==> src/rtl/align_sequencer.sv <==
`default_nettype none
// ============================================================================
//  Module      : align_sequencer
//  Description : Floating-point operand alignment sequencer. Accepts a pair
//                of (biased exponent, stored mantissa) operands, picks the
//                operand with the larger exponent, right-shifts the hidden-bit
//                extended mantissa of the other one by the exponent
//                difference, and presents the result with round and sticky
//                bits through a valid/ready handshake.
//
//  Ports
//    clk            : single clock, rising-edge active
//    rst_n          : asynchronous active-low reset
//    in_valid/ready : operand handshake (ready only while idle)
//    a_exp, a_mant  : operand A (biased exponent, stored mantissa)
//    b_exp, b_mant  : operand B (biased exponent, stored mantissa)
//    out_valid/ready: result handshake
//    big_exp        : exponent of the larger-exponent operand
//    big_mant       : unshifted mantissa of the larger-exponent operand
//    small_mant     : aligned mantissa of the smaller-exponent operand
//    R, S           : round and sticky bits of the alignment shift
//    swapped        : 1 when B had the strictly larger exponent
//    done_count     : number of results handed off (wraps at 256)
//
//  Revision    : 1.0  initial release
// ============================================================================
module align_sequencer #(
  parameter int N   = 23,
  parameter int EXP = 8
) (
  input  logic           clk,
  input  logic           rst_n,
  input  logic           in_valid,
  output logic           in_ready,
  input  logic [EXP-1:0] a_exp,
  input  logic [EXP-1:0] b_exp,
  input  logic [N-1:0]   a_mant,
  input  logic [N-1:0]   b_mant,
  output logic           out_valid,
  input  logic           out_ready,
  output logic [EXP-1:0] big_exp,
  output logic [N-1:0]   big_mant,
  output logic [N-1:0]   small_mant,
  output logic           R,
  output logic           S,
  output logic           swapped,
  output logic [7:0]     done_count
);

  typedef enum logic [1:0] {
    IDLE  = 2'd0,
    CMP   = 2'd1,
    SHIFT = 2'd2,
    OUT   = 2'd3
  } state_t;

  state_t state_q, state_d;

  // Captured operands
  logic [EXP-1:0] a_exp_q, b_exp_q;
  logic [N-1:0]   a_mant_q, b_mant_q;

  // Compare-stage results
  logic [EXP-1:0] d_q;
  logic           swp_q;
  logic [EXP-1:0] bexp_q;
  logic [N-1:0]   bmant_q;
  logic [N-1:0]   smant_q;

  // Output registers; loaded only when entering OUT so the visible
  // fields hold their previous values during CMP and SHIFT.
  logic [EXP-1:0] big_exp_q;
  logic [N-1:0]   big_mant_q;
  logic [N-1:0]   small_mant_q;
  logic           r_bit_q, s_bit_q, swapped_q;
  logic [7:0]     done_count_q, done_count_d;

  // --------------------------------------------------------------------------
  // FSM
  // --------------------------------------------------------------------------
  always_ff @(posedge clk or negedge rst_n) begin
    if (!rst_n) begin
      state_q      <= IDLE;
      done_count_q <= 8'd0;
    end else begin
      state_q      <= state_d;
      done_count_q <= done_count_d;
    end
  end

  always_comb begin
    state_d      = state_q;
    done_count_d = done_count_q;
    in_ready     = 1'b0;
    out_valid    = 1'b0;
    unique case (state_q)
      IDLE: begin
        in_ready = 1'b1;
        if (in_valid) state_d = CMP;
      end
      CMP:   state_d = SHIFT;
      SHIFT: state_d = OUT;
      OUT: begin
        out_valid = 1'b1;
        if (out_ready) begin
          done_count_d = done_count_q + 8'd1;
          state_d      = IDLE;
        end
      end
      default: state_d = IDLE;
    endcase
  end

  // --------------------------------------------------------------------------
  // Alignment shifter
  // The hidden-bit mantissa is placed at the top of a double-width vector so
  // that after the shift the upper N+1 bits are {small_mant, R} and every bit
  // that fell below R lands in the lower half for the sticky OR. Shifting by
  // d-1 (not d) keeps the R position directly below small_mant.
  // --------------------------------------------------------------------------
  logic [2*N+1:0] shift_wide;
  logic [N-1:0]   sh_mant;
  logic           sh_r, sh_s;

  assign shift_wide = {1'b1, smant_q, {(N+1){1'b0}}} >> (d_q - EXP'(1));

  always_comb begin
    sh_mant = '0;
    sh_r    = 1'b0;
    sh_s    = 1'b0;
    if (d_q == '0) begin
      sh_mant = smant_q;
    end else if (32'(d_q) >= N + 2) begin
      // Whole operand (including hidden bit) lies below the R position
      sh_s = 1'b1;
    end else begin
      sh_mant = shift_wide[2*N+1:N+2];
      sh_r    = shift_wide[N+1];
      sh_s    = |shift_wide[N:0];
    end
  end

  // --------------------------------------------------------------------------
  // Datapath registers
  // --------------------------------------------------------------------------
  always_ff @(posedge clk or negedge rst_n) begin
    if (!rst_n) begin
      a_exp_q      <= '0;
      b_exp_q      <= '0;
      a_mant_q     <= '0;
      b_mant_q     <= '0;
      d_q          <= '0;
      swp_q        <= 1'b0;
      bexp_q       <= '0;
      bmant_q      <= '0;
      smant_q      <= '0;
      big_exp_q    <= '0;
      big_mant_q   <= '0;
      small_mant_q <= '0;
      r_bit_q      <= 1'b0;
      s_bit_q      <= 1'b0;
      swapped_q    <= 1'b0;
    end else begin
      unique case (state_q)
        IDLE: begin
          if (in_valid) begin
            a_exp_q  <= a_exp;
            b_exp_q  <= b_exp;
            a_mant_q <= a_mant;
            b_mant_q <= b_mant;
          end
        end
        CMP: begin
          // Ties keep A as the big operand
          if (b_exp_q > a_exp_q) begin
            swp_q   <= 1'b1;
            d_q     <= b_exp_q - a_exp_q;
            bexp_q  <= b_exp_q;
            bmant_q <= b_mant_q;
            smant_q <= a_mant_q;
          end else begin
            swp_q   <= 1'b0;
            d_q     <= a_exp_q - b_exp_q;
            bexp_q  <= a_exp_q;
            bmant_q <= a_mant_q;
            smant_q <= b_mant_q;
          end
        end
        SHIFT: begin
          big_exp_q    <= bexp_q;
          big_mant_q   <= bmant_q;
          small_mant_q <= sh_mant;
          r_bit_q      <= sh_r;
          s_bit_q      <= sh_s;
          swapped_q    <= swp_q;
        end
        default: ;
      endcase
    end
  end

  assign big_exp    = big_exp_q;
  assign big_mant   = big_mant_q;
  assign small_mant = small_mant_q;
  assign R          = r_bit_q;
  assign S          = s_bit_q;
  assign swapped    = swapped_q;
  assign done_count = done_count_q;

endmodule
`default_nettype wire

==> config.mk <==
export PLATFORM = sky130hd
export DESIGN_NAME = align_sequencer
export DESIGN_NICKNAME = d
export VERILOG_FILES = /design/src/rtl/align_sequencer.sv
export SDC_FILE = /design/constraint.sdc
export NUM_CORES = 1
export LEC_CHECK = 0
export CORE_ASPECT_RATIO = 0.6
export CORE_MARGIN = 2
export CORE_UTILIZATION = 51
export CTS_CLUSTER_DIAMETER = 100
export DETAILED_ROUTE_END_ITERATION = 10
export PLACE_DENSITY = 0.87
export RECOVER_POWER = 25
export SLEW_MARGIN = 25
export SYNTH_ARGS = -nofsm -noshare
export SYNTH_HDL_FRONTEND = slang
export SYNTH_SLANG_ARGS = --single-unit
==> constraint.sdc <==
create_clock -name clk -period 3.1 [get_ports clk]
set_input_delay 0.465 -clock clk [delete_from_list [all_inputs] [get_ports clk]]
set_output_delay 0.465 -clock clk [all_outputs]
set_load 0.05 [all_outputs]
==> flow_summary_export.csv <==
group,metric,value,unit
cells_and_area,fillerInstances,1517,
worst_setup_path,start_kind,"register",
clock_tree,cts_sinks,192,
timing,worst_pin_slew,1.90,ns
placed_design,placement.io_buffers,132,
global_route,grt_pass1_wl,45300,um
worst_setup_path,cp_data_arrival_time,3.31,ns
cells_and_area,nNetsFinal,1230,
synthesis,syn_inst,994,
timing,maxSlewViolCount,75,
timing,setup_violations,0,
worst_hold_path,hp-class,"reg -> reg",
placed_design,gp_congestion,1.05,
worst_setup_path,crit_fanout,8,
drt,via_per_inst,5.95,
clock_tree,worstSkewPairLatency,0.45,ns
timing,fin_hold_ws,0.476,ns
cells_and_area,final_common_cell,"dfrtp_1",
die,io_pins,133,
drt,drc_errors,0,
cells_and_area,drive_gt1_share,20.0,%
timing,finalCriticalPeriod,3.01,ns
drt,num_vias,8477,
synthesis,synth_edf_count,0,
global_route,track_usage,27.5,%
die,fp.coreArea,0.0199,sq mm
drt,post_drt_wl_per_cell,19.8,um
synthesis,synth_fp_nets,1085,
worst_setup_path,crit_path_end_kind,"register",
drt,finalWirelength,28300,um
timing,fin_crit_sh,97.1,%
clock_tree,cts_tree,"built",
synthesis,synth.ff_latch_count,192,
worst_setup_path,path_class,"reg -> reg",
worst_setup_path,rrSetupSlack,0.09,ns
clock_tree,numCtsBuffers,17,
cells_and_area,antenna_cells,0,
global_route,antenna_found_initial,1,
timing,fmax,332,MHz
die,die_y,114,um
die,row_count,40,
drt,drtPass1Iterations,5,
cells_and_area,mostFrequentLayoutCells,"dfrtp_1, clkdlybuf4s50_1, nand2_1",
die,chipWidth,187,um
global_route,first_global_vias,8095,
outcome,outcome,"finished with violations",
clock_tree,clk_path_buf_depth,2,
placed_design,dp_hpwl,20100,um
synthesis,synth_area,0.0102,sq mm
cells_and_area,area_growth,25.2,%
drt,antenna_left,0,
clock_tree,cts-root-buf,"clkbuf_16",
worst_setup_path,required,3.39,ns
synthesis,synth_seq_area_share,46.9,%
drt,drt-initial-drc-count,984,
die,initial_core_util,51.5,%
die,die_area,0.0213,sq mm
outcome,violations,"capacitance limit, slew limit",
synthesis,synthFlopType,"dfrtp_1",
job,maxCapViolations,1,
synthesis,ys_warn_count,0,
timing,final-hold-violation-count,0,
clock_tree,htreeDepth,4,
timing,max_slew_margin,-26.9,%
timing,finClkSkew,0.0106,ns
timing,tns,0,ns
synthesis,synth_cell_types,64,
synthesis,syn_avg_cell_area,10.3,sq um
global_route,globalRouteOverflowTotal,0,
clock_tree,clkTransAtPathRegs,0.08,ns
synthesis,async_reset_ff_share,100,%
global_route,grt_max_degree,81,
## logic make-up after synthesis
kind of cell / after synthesis / synth area share (%)
compound gates: 201 / 13.4
buf+inv: 98 / 4.13
flops: 192 / 46.9
fa+ha+maj: 25 / 3.20
xor+xnor: 18 / 1.61
mux: 146 / 17.9
simple gates: 314 / 12.8
## layout make-up
cell class,count,area [sq um],share of cell area [%]
multi-input cells,705,5120,39.9
repair buffers,191,1830,14.3
inverters,32,120,0.937
clock inverters,15,173,1.35
clock buffers,17,425,3.32
well taps,273,342,2.67
flip-flops and latches,192,4810,37.5
## worst max-delay path: stages, from the launching register on
cell and delay [ns]:
dfrtp_1 0.39, inv_1 0.08, ha_2 0.24, xnor2_2 0.33
buf_4 0.24, mux4_2 0.30, mux2i_1 0.17, buf_4 0.16
o22ai_1 0.10, or4_1 0.53, a31oi_1 0.18, o2111ai_1 0.12
## synthesized netlist by cell type, types with 11 or more instances
| cell type | n | area share, % |
|---|---|---|
| a211oi_1 | 11 | 0.81 |
| a21oi_1 | 37 | 1.8 |
| a221oi_1 | 20 | 1.7 |
| a31oi_1 | 51 | 3.1 |
| clkbuf_1 | 51 | 1.9 |
| dfrtp_1 | 192 | 47 |
| ha_1 | 23 | 2.8 |
| inv_1 | 32 | 1.2 |
| mux2_2 | 98 | 11 |
| mux2i_1 | 28 | 2.7 |
| mux4_2 | 20 | 4.4 |
| nand2_1 | 131 | 4.8 |
| nand3_1 | 15 | 0.73 |
| nor2_1 | 124 | 4.5 |
| o21ai_0 | 15 | 0.73 |
| o22ai_1 | 11 | 0.67 |
| xnor2_1 | 11 | 0.94 |
## flip-flops by register name (all words and copies together), names as in the netlist
register,count
R,1
S,1
b_mant_q,23
bexp_q,8
small_mant,23
a_mant_q,23
swapped,1
done_count,8
a_exp_q,8
b_exp_q,8
big_mant,23
bmant_q,23
d_q,8
state_q,2
big_exp,8
swp_q,1
smant_q,23
## path summary, 6_finish.rpt
kind                               startpoint             to  cells past startpoint
min in group asynchronous               rst_n  done_count[5]                      1
worst min register to register  done_count[7]  done_count[7]                      1
worst max register to register         d_q[1]              S                     11
worst min-delay path            done_count[7]  done_count[7]                      1
worst max-delay path                   d_q[1]              S                     11
max in group asynchronous               rst_n     b_exp_q[1]                      1
## what timing repair did
action,4_1_cts,5_1_grt
endpoints found under the setup margin,1,29
hold endpoints to repair,0,0
setup buffers,0,7
gates cloned,0,1
gates resized for setup,1,14
pin swaps,0,2
hold buffers,0,0
## per-layer routing
layer | share of wire, % | vias up | wire length, um | global-route usage (%)
li1 | - | 3877 | - | -
met1 | 48 | 4167 | 13600 | 42.5
met2 | 41 | 400 | 11500 | 36.9
met3 | 10 | 33 | 2840 | 8.89
met4 | 1.1 | 0 | 315 | 6.56
met5 | 0 | - | 0 | 0
## through the flow
stage | utilization, % | area, sq um | std cells | setup WS [ns]
3_5_place_dp | 60.9 | 12100 | 1385 | -0.0840
2_1_floorplan | - | 10200 | 994 | 0.0640
5_1_grt | 64.5 | 12800 | 1425 | -0.0119
6_report | 64.5 | 12800 | 1425 | 0.0892
3_3_place_gp | 60.9 | 12100 | 1385 | 0.0257
4_1_cts | 64.0 | 12700 | 1417 | 0.0299
Power is not shown: default switching activity piles up to over one toggle a cycle in this logic, so the estimate is an artifact.
